[config.mk]
export PLATFORM = sky130hd
export DESIGN_NAME = imem_loader
export DESIGN_NICKNAME = d
export VERILOG_FILES = /design/src/rtl/imem_loader_pkg.sv /design/src/rtl/imem_loader_word_packer.sv /design/src/rtl/imem_loader.sv
export SDC_FILE = /design/constraint.sdc
export NUM_CORES = 1
export LEC_CHECK = 0
export BUFFER_PORTS_ARGS = -buffer_cell sky130_fd_sc_hd__clkbuf_2
export CAP_MARGIN = 20
export CORE_MARGIN = 2
export CORE_UTILIZATION = 50
export DETAILED_ROUTE_END_ITERATION = 16
export PLACE_DENSITY = 0.75
export SLEW_MARGIN = 20
export SYNTH_ARGS = -nofsm -noshare
export SYNTH_HDL_FRONTEND = slang
export SYNTH_SLANG_ARGS = --single-unit
[constraint.sdc]
create_clock -name clk -period 2 [get_ports clk]
set_input_delay 0.4 -clock clk [delete_from_list [all_inputs] [get_ports clk]]
set_output_delay 0.4 -clock clk [all_outputs]
set_load 0.005 [all_outputs]
[src/rtl/imem_loader_pkg.sv]
// imem_loader_pkg: shared types and constants for the instruction-memory loader.
//   - ldr_state_e    : loader FSM state encoding (LDR_ST_*)
//   - IM_ADDR_W_DEF  : default instruction-memory word-address width
//   - WORD_W/BYTE_W  : instruction word and stream byte widths
//   - accepts_bytes(): states in which the loader raises byte_ready
package imem_loader_pkg;

    localparam int unsigned IM_ADDR_W_DEF = 10;
    localparam int unsigned WORD_W        = 32;
    localparam int unsigned BYTE_W        = 8;

    typedef enum logic [2:0] {
        LDR_ST_LEN   = 3'd0,
        LDR_ST_DATA  = 3'd1,
        LDR_ST_WRITE = 3'd2,
        LDR_ST_CSUM  = 3'd3,
        LDR_ST_DONE  = 3'd4,
        LDR_ST_ERR   = 3'd5
    } ldr_state_e;

    // States that take a byte from the stream.
    function automatic logic accepts_bytes(input ldr_state_e st);
        return (st == LDR_ST_LEN) || (st == LDR_ST_DATA) || (st == LDR_ST_CSUM);
    endfunction

endpackage

[src/rtl/imem_loader_word_packer.sv]
// imem_loader_word_packer: packs four stream bytes MSB-first into a 32-bit word.
// Ports:
//   clk, reset   : clock, synchronous active-high reset
//   byte_en_i    : a DATA byte transfers this cycle
//   byte_i       : byte value
//   word_o       : packed word (registered)
//   word_done_c  : combinational pulse when the 4th byte of a word transfers
module imem_loader_word_packer
    import imem_loader_pkg::*;
(
    input  logic              clk,
    input  logic              reset,
    input  logic              byte_en_i,
    input  logic [BYTE_W-1:0] byte_i,
    output logic [WORD_W-1:0] word_o,
    output logic              word_done_c
);

    logic [1:0]        idx_q;
    logic [1:0]        idx_d;
    logic [WORD_W-1:0] word_q;
    logic [WORD_W-1:0] word_d;

    // Byte 0 ends up in [31:24] after four left shifts.
    always_comb begin
        idx_d  = idx_q;
        word_d = word_q;
        if (byte_en_i) begin
            idx_d  = idx_q + 2'd1;
            word_d = {word_q[WORD_W-BYTE_W-1:0], byte_i};
        end
    end

    always_ff @(posedge clk) begin
        if (reset) begin
            idx_q  <= 2'd0;
            word_q <= '0;
        end else begin
            idx_q  <= idx_d;
            word_q <= word_d;
        end
    end

    assign word_done_c = byte_en_i && (idx_q == 2'd3);
    assign word_o      = word_q;

endmodule

[src/rtl/imem_loader.sv]
// imem_loader: receives a byte stream (4-byte big-endian word count, then that
// many big-endian 32-bit words), writes the words to instruction memory from
// address 0 upward, then raises cpu_run.
// Ports:
//   clk, reset              : clock, synchronous active-high reset
//   byte_valid/byte_data    : byte stream input
//   byte_ready              : loader accepts a byte this cycle
//   im_we/im_addr/im_wdata  : instruction-memory write port
//   cpu_run                 : load complete
//   load_err                : load aborted (count too large or checksum mismatch)
// Build option: IMEM_LOADER_CHECKSUM_EN adds a trailing XOR checksum byte.
module imem_loader
    import imem_loader_pkg::*;
#(
    parameter int unsigned IM_ADDR_W = IM_ADDR_W_DEF
)(
    input  logic                 clk,
    input  logic                 reset,
    input  logic                 byte_valid,
    input  logic [BYTE_W-1:0]    byte_data,
    output logic                 byte_ready,
    output logic                 im_we,
    output logic [IM_ADDR_W-1:0] im_addr,
    output logic [WORD_W-1:0]    im_wdata,
    output logic                 cpu_run,
    output logic                 load_err
);

    localparam int unsigned WCNT_W   = IM_ADDR_W + 1;
    localparam logic [32:0] CAPACITY = 33'(1) << IM_ADDR_W;

    ldr_state_e        state_q;
    ldr_state_e        state_d;
    ldr_state_e        after_last_c;
    logic [31:0]       count_q;
    logic [31:0]       count_d;
    logic [1:0]        len_idx_q;
    logic [1:0]        len_idx_d;
    logic [WCNT_W-1:0] wcnt_q;
    logic [WCNT_W-1:0] wcnt_d;
    logic              ready_q;
    logic              we_q;
    logic              run_q;
    logic              err_q;
    logic              hs_c;
    logic              pack_en_c;
    logic              word_done_c;
    logic [WORD_W-1:0] word;

`ifdef IMEM_LOADER_CHECKSUM_EN
    logic [BYTE_W-1:0] xor_q;
    logic [BYTE_W-1:0] xor_d;
    assign after_last_c = LDR_ST_CSUM;
`else
    assign after_last_c = LDR_ST_DONE;
`endif

    assign hs_c      = byte_valid && ready_q;
    assign pack_en_c = hs_c && (state_q == LDR_ST_DATA);

    imem_loader_word_packer u_word_packer (
        .clk         (clk),
        .reset       (reset),
        .byte_en_i   (pack_en_c),
        .byte_i      (byte_data),
        .word_o      (word),
        .word_done_c (word_done_c)
    );

    // Next-state logic.
    always_comb begin
        state_d   = state_q;
        count_d   = count_q;
        len_idx_d = len_idx_q;
        wcnt_d    = wcnt_q;
`ifdef IMEM_LOADER_CHECKSUM_EN
        xor_d     = xor_q;
`endif
        case (state_q)
            LDR_ST_LEN: begin
                if (hs_c) begin
                    count_d   = {count_q[23:0], byte_data};
                    len_idx_d = len_idx_q + 2'd1;
                    if (len_idx_q == 2'd3) begin
                        if (count_d == 32'd0) begin
                            state_d = after_last_c;
                        end else if ({1'b0, count_d} > CAPACITY) begin
                            state_d = LDR_ST_ERR;
                        end else begin
                            state_d = LDR_ST_DATA;
                        end
                    end
                end
            end
            LDR_ST_DATA: begin
                if (hs_c) begin
`ifdef IMEM_LOADER_CHECKSUM_EN
                    xor_d = xor_q ^ byte_data;
`endif
                    if (word_done_c) begin
                        state_d = LDR_ST_WRITE;
                    end
                end
            end
            LDR_ST_WRITE: begin
                wcnt_d  = wcnt_q + WCNT_W'(1);
                state_d = (32'(wcnt_d) == count_q) ? after_last_c : LDR_ST_DATA;
            end
`ifdef IMEM_LOADER_CHECKSUM_EN
            LDR_ST_CSUM: begin
                if (hs_c) begin
                    state_d = (byte_data == xor_q) ? LDR_ST_DONE : LDR_ST_ERR;
                end
            end
`endif
            LDR_ST_DONE: state_d = LDR_ST_DONE;
            LDR_ST_ERR:  state_d = LDR_ST_ERR;
            default:     state_d = LDR_ST_ERR;
        endcase
    end

    // State and registered outputs; outputs follow state_d so they align with state_q.
    always_ff @(posedge clk) begin
        if (reset) begin
            state_q   <= LDR_ST_LEN;
            count_q   <= '0;
            len_idx_q <= '0;
            wcnt_q    <= '0;
            ready_q   <= 1'b1;
            we_q      <= 1'b0;
            run_q     <= 1'b0;
            err_q     <= 1'b0;
`ifdef IMEM_LOADER_CHECKSUM_EN
            xor_q     <= '0;
`endif
        end else begin
            state_q   <= state_d;
            count_q   <= count_d;
            len_idx_q <= len_idx_d;
            wcnt_q    <= wcnt_d;
            ready_q   <= accepts_bytes(state_d);
            we_q      <= (state_d == LDR_ST_WRITE);
            run_q     <= (state_d == LDR_ST_DONE);
            err_q     <= (state_d == LDR_ST_ERR);
`ifdef IMEM_LOADER_CHECKSUM_EN
            xor_q     <= xor_d;
`endif
        end
    end

    assign byte_ready = ready_q;
    assign im_we      = we_q;
    assign im_addr    = wcnt_q[IM_ADDR_W-1:0];
    assign im_wdata   = word;
    assign cpu_run    = run_q;
    assign load_err   = err_q;

endmodule

# After elaboration in Yosys (flattened, before gate mapping)
# Index checks and enable logic that the tools add are counted.
[op_classes] n_addsub=3 magnitude_cmp=1 eq_ne=11 muxes=8 n_reduce_logical=9
[op_table] cell="11-bit by 32-bit == test with 1-bit output" count=1
[op_table] cell="32-bit by 11-bit greater-than comparator with 1-bit output (second input constant)" count=1
[op_table] cell="32-bit logical NOT" count=1
[op_table] cell="3-bit 2-to-1 mux" count=7
[op_table] cell="3-bit one-hot mux with 4 select lines" count=1
[op_table] cell="11-bit by 1-bit adder with 11-bit output (second input constant)" count=1
[op_table] cell="3-bit by 2-bit == test with 1-bit output (second input constant)" count=3
[op_table] cell="3-bit == test (second input constant)" count=3
[op_table] cell="3-bit by 1-bit == test with 1-bit output (second input constant)" count=2
[op_table] cell="3-bit logical NOT" count=2
[op_table] cell="2-bit by 1-bit adder with 2-bit output (second input constant)" count=2
[op_table] cell="2-bit == test (second input constant)" count=2
[op_table] cell="1-bit logical AND" count=3
[op_table] cell="1-bit logical OR" count=2
[op_table] cell="2-bit AND reduction" count=1
[word_totals] reg_bits=86 inputBits=11 out_inout_bits=46 elab_cells=42

# Logic depth before layout (Yosys ltp)
[depth] depth_word=9 mapped_depth=8 mapped_depth_nobuf=8

# Hierarchy
# Synthesis repeated with hierarchy kept, for this count alone.
[hier_totals] cells_unflattened=419 area_unflattened_um2=3726.1
[by_module_without_submodules] mod="imem_loader" instances=1 cells_each=307 area_each_um2=2468.6 seq_area_each_um2=1041.0
[by_module_without_submodules] mod="imem_loader_word_packer" instances=1 cells_each=112 area_each_um2=1257.5 seq_area_each_um2=680.7

# Worst setup path before layout
# OpenSTA, ideal clock, no wires.
[synth_timing] path_kind="register to register" startpoint="register wcnt_q[0]" endpoint="register ready_q, in the netlist byte_ready" setup_time_ns=0.127 arrival_time_ns=1.945 required_time_ns=1.873 slack_ns=-0.072 path_stages_with_launch=9 path_buffers=0 synth_period_minus_slack_ns=2.072 path_cell_list="dfxtp_1 > ha_1 > and3_1 > and2_0 > o21ai_0 > a31oi_1 > nor4_2 > nor3_2 > or3_1"
[synth_via] elab_chain_len=7 word_cells_on_any_way=9 classes_between="add/sub: 1; eq/ne: 3; mux: 2; reduce/logical: 3"
[synth_lines] item="start: declaration" line="imem_loader.sv:39" rtl="logic [WCNT_W-1:0] wcnt_q;"
[synth_lines] item="start signal: assignment" line="imem_loader.sv:140" rtl="wcnt_q <= wcnt_d;"
[synth_lines] item="11-bit by 1-bit adder with 11-bit output *" line="imem_loader.sv:106" rtl="wcnt_d = wcnt_q + WCNT_W'(1);"
[synth_lines] item="11-bit by 32-bit == test with 1-bit output *" line="imem_loader.sv:107" rtl="state_d = (32'(wcnt_d) == count_q) ? after_last_c : LDR_ST_DATA;"
[synth_lines] item="3-bit 2-to-1 mux *" line="imem_loader.sv:107"
[synth_lines] item="3-bit one-hot mux with 4 select lines *" line="imem_loader.sv:79" rtl="case (state_q)"
[synth_lines] item="3-bit by 1-bit == test with 1-bit output / 3-bit logical NOT (equally long branches)" line="imem_loader_pkg.sv:23" rtl="return (st == LDR_ST_LEN) || (st == LDR_ST_DATA) || (st == LDR_ST_CSUM);"
[synth_lines] item="1-bit logical OR" line="imem_loader_pkg.sv:23"
[synth_lines] item="1-bit logical OR *" line="imem_loader_pkg.sv:23"
[synth_lines] item="end signal: assignment" line="imem_loader.sv:141" rtl="ready_q <= accepts_bytes(state_d);"
[synth_lines] item="end: declaration" line="imem_loader.sv:41" rtl="logic ready_q;"
# Every way passes the cells marked *; elsewhere a longest branch is shown, timed or not.
# A chain may end at the register's enable or synchronous reset.

# Worst setup path in the final report
[layout_timing] startpoint="register wcnt_q[0]" endpoint="register run_q, in the netlist cpu_run"
[layout_via] elab_chain_len=5
[layout_lines] item="11-bit by 1-bit adder with 11-bit output" line="imem_loader.sv:106"
[layout_lines] item="11-bit by 32-bit == test with 1-bit output" line="imem_loader.sv:107"
[layout_lines] item="3-bit 2-to-1 mux" line="imem_loader.sv:107"
[layout_lines] item="3-bit one-hot mux with 4 select lines" line="imem_loader.sv:79"
[layout_lines] item="3-bit == test" line="imem_loader.sv:143" rtl="run_q <= (state_d == LDR_ST_DONE);"
[layout_lines] item="end signal: assignment" line="imem_loader.sv:143"
[layout_lines] item="end: declaration" line="imem_loader.sv:43" rtl="logic run_q;"
# Every way passes these cells.

==> flow_metrics.env <==
export IMPL_outcome="finished with violations"
export IMPL_violations="setup timing"
export IMPL_holdCritStartpoint="byte_data[1]"
export IMPL_cts_tree="built"
export IMPL_fin_util=0.6495
export IMPL_grt_pass1_vias=2827
export IMPL_drt_iter0_markers=232
export IMPL_die_h_um=88.67
export IMPL_finalSetupViolCount=1
export IMPL_syn_area_um2=3585
export IMPL_path_class="reg -> reg"
export IMPL_drc=0
export IMPL_ios=57
export IMPL_cp_cell_sequence="and4_4, nand2_2, nor4_4, a31oi_4, nor4_4, nor3_2, buf_4, nor4b_4"
export IMPL_cp_end_kind="flip-flop"
export IMPL_clk_pin_slew_ps=100
export IMPL_rsz0062_at_grt="true"
export IMPL_yosysTopAreaCell="dfxtp_1"
export IMPL_final_nets=531
export IMPL_drive_gt1_frac=0.2720
export IMPL_fill_cells=617
export IMPL_yosysSeqAreaShare=0.4803
export IMPL_syn_avg_cell_area_um2=7.948
export IMPL_dpl_worst_slack_ps=-67.04
export IMPL_seq_area_um2=1739
export IMPL_grt_total_usage=0.2216
export IMPL_cp_depth=8
export IMPL_fin_crit_sh=1.004
export IMPL_rrSetupSlack_ps=-9
export IMPL_ys_top_cells_by_count="nand2_1, dfxtp_1, a21oi_1, nor2_1, clkbuf_1"
export IMPL_cp_start_kind="flip-flop"
export IMPL_cts_hold_buf=0
export IMPL_synth_area_leaders="dfxtp_1, nand2_1, a21oi_1, xnor2_1, buf_4"
export IMPL_dp_hpwl_mm=5.823
export IMPL_post_dp_cell_area_um2=4084
export IMPL_synth_cell_types=37
export IMPL_postSynthCellCount=451
export IMPL_synthArstFlopShare=0
export IMPL_fin_ws_ps=-8.892
export IMPL_die_w_um=88.67
export IMPL_final_hold_viol_count=0
export IMPL_powerDensity_nw_per_um2=713.5
export IMPL_clock_root_buffer="clkbuf_8"
export IMPL_yosys_warnings=0
export IMPL_yosysMostFrequentCell="nand2_1"
export IMPL_ir_drop_mv=0.5583
export IMPL_cpPeakStageDelay_ps=380
export IMPL_cts_sinks=86
export IMPL_cts_max_level=3
export IMPL_timing_rr_end="cpu_run$_SDFF_PP0_"
export IMPL_wl_per_cell_um=13.68
export IMPL_die_area_um2=7862
export IMPL_grt_max_degree=62
export IMPL_p_leak_nw=1.693
export IMPL_cp_top_family="simple AND/OR/NAND/NOR gates"
export IMPL_min_to="count_q[1]$_SDFFE_PP0P_"
export IMPL_clockBufferDepth=2
export IMPL_startpoint="wcnt_q[0]$_SDFFE_PP0P_"
export IMPL_routed_via_density=5.181
export IMPL_setup_tns_ps=-8.892
export IMPL_fin_crit_ps=2009
export IMPL_rr_startpoint="wcnt_q[0]$_SDFFE_PP0P_"
export IMPL_hold_path_class="in -> reg"
export IMPL_area_growth_pct=24.47
export IMPL_crit_fanout=5
export IMPL_synth_top_area_frac=0.4803
export IMPL_core_area_um2=6869
export IMPL_worst_pin_slew_ps=475.1
export IMPL_timing_slew_headroom=0.6810
export IMPL_drt_wl_total_mm=8.455
export IMPL_skew_ps=13.30
export IMPL_via_count=3202
export IMPL_antenna_found_initial=0
export IMPL_drtAntennaViolNets=0
export IMPL_finalWeightedCongestion=0.8468
export IMPL_drv_cap=0
export IMPL_first_pass_iters=5
export IMPL_port_buffers=56
export IMPL_synth_edf_count=0
export IMPL_holdPathStages=3
export IMPL_cp_num_buf_inv=1
export IMPL_multi_input_area_um2=1838
export IMPL_grt_pass1_wl_mm=13.50
export IMPL_synth_nets=465
export IMPL_r2r_cells=8
export IMPL_ys_seq_elements=86
export IMPL_clock_latency_ps=360
export IMPL_crit_arrival_ps=2290
export IMPL_required_ps=2280
export IMPL_start_util=0.5219
export IMPL_cp_slowest_cell="dfxtp_4"
export IMPL_diodes=0
export IMPL_grt_overflow_total=0
export IMPL_stdcell_area_um2=4462
export IMPL_cts_buffers=9
export IMPL_placementRows=30
export IMPL_crit_path_frequent_cell="nor4_4"
export IMPL_slew_violations=0
export IMPL_synth_ff_type="dfxtp_1"
export IMPL_maxClockFrequency_ghz=0.4978
[how the worst max path moves through the flow]
stage	to
after floorplan	byte_ready$_SDFF_PP1_
after global placement	byte_ready$_SDFF_PP1_
after detailed placement	cpu_run$_SDFF_PP0_
after CTS	cpu_run$_SDFF_PP0_
after global routing	cpu_run$_SDFF_PP0_
final	cpu_run$_SDFF_PP0_
[final cells by class]
type,instances,area share
flip-flops and latches,86,0.3898
clock buffers,9,0.02776
well taps,96,0.02692
multi-input cells,328,0.4119
clock inverters,7,0.01655
repair buffers,92,0.1270
[cell families (layout without fill, tap and decap cells)]
group | count (synthesis) | after routing | share of synthesized area
and+or+nand+nor | 218 | 218 | 0.2740
DFF | 86 | 86 | 0.4803
AOI/OAI and AO/OA | 82 | 82 | 0.1215
buffers and inverters | 37 | 108 | 0.05201
xor gates and xnor gates | 23 | 23 | 0.05619
adders and majority gates | 3 | 3 | 0.01047
muxes | 2 | 2 | 0.005585
[power breakdown]
part | switching [W] | internal [W]
clock | 0.000712 | 0.000492
combinational | 0.000135 | 0.0000903
sequential | 0.0000238 | 0.00173
[layer usage]
layer | part of all wire | global-route usage | vias up
li1 | - | - | 1630
met1 | 0.47 | 0.3211 | 1466
met2 | 0.45 | 0.3161 | 96
met3 | 0.064 | 0.05784 | 10
met4 | 0.013 | 0.08264 | 0
met5 | 0 | 0 | -
[flip-flops by register name, summed over array words and instances (netlist names)]
signal / flops
count_q: 32
state_q: 3
wcnt_q: 11
u_word_packer.idx_q: 2
load_err: 1
len_idx_q: 2
im_we: 1
byte_ready: 1
cpu_run: 1
u_word_packer.word_o: 32
[timing repair]
| item | 4_1_cts | 5_1_grt |
|---|---|---|
| buffers inserted | 1 | 1 |
| pin swaps | 3 | 6 |
| gates resized for setup | 10 | 26 |
| endpoints found under the setup margin | 3 | 5 |
[worst reg2reg max path, stage by stage (launching register included)]
cell and delay, ps:
dfxtp_4 380, and4_4 280, nand2_2 90, nor4_4 300, a31oi_4 60, nor4_4 350, nor3_2 80, buf_4 160
nor4b_4 230
[cell usage in the layout (no fill, tap or decap), types with 2 or more instances in the layout]
| cell type | instances |
|---|---|
| nor2_2 | 2 |
| clkinv_4 | 2 |
| nor3_1 | 5 |
| nor4_4 | 2 |
| o21ai_0 | 3 |
| clkbuf_8 | 9 |
| nor3_2 | 3 |
| mux2i_1 | 2 |
| nand2_1 | 141 |
| a21oi_1 | 70 |
| buf_4 | 34 |
| nor4_1 | 4 |
| nand4_1 | 5 |
| or3_1 | 4 |
| nor3_4 | 2 |
| or3_4 | 2 |
| inv_6 | 2 |
| nor4_2 | 5 |
| ha_1 | 2 |
| dfxtp_2 | 5 |
| o21ai_1 | 2 |
| xnor2_1 | 17 |
| nor2_1 | 22 |
| xor2_1 | 6 |
| dfxtp_4 | 3 |
| nand3_1 | 8 |
| clkbuf_2 | 56 |
| dfxtp_1 | 78 |
| inv_8 | 2 |
[per-stage QoR]
stage	total power [W]	hold slack (ps)	instances
floorplan	0.001911	436.0	451
global placement	0.001989	439.7	600
detailed placement	0.001992	446.5	600
CTS	0.003193	278.3	617
global route	0.003314	288.3	618
finish	0.003183	299.7	618
No activity file was read; power rests on OpenSTA's default activity.
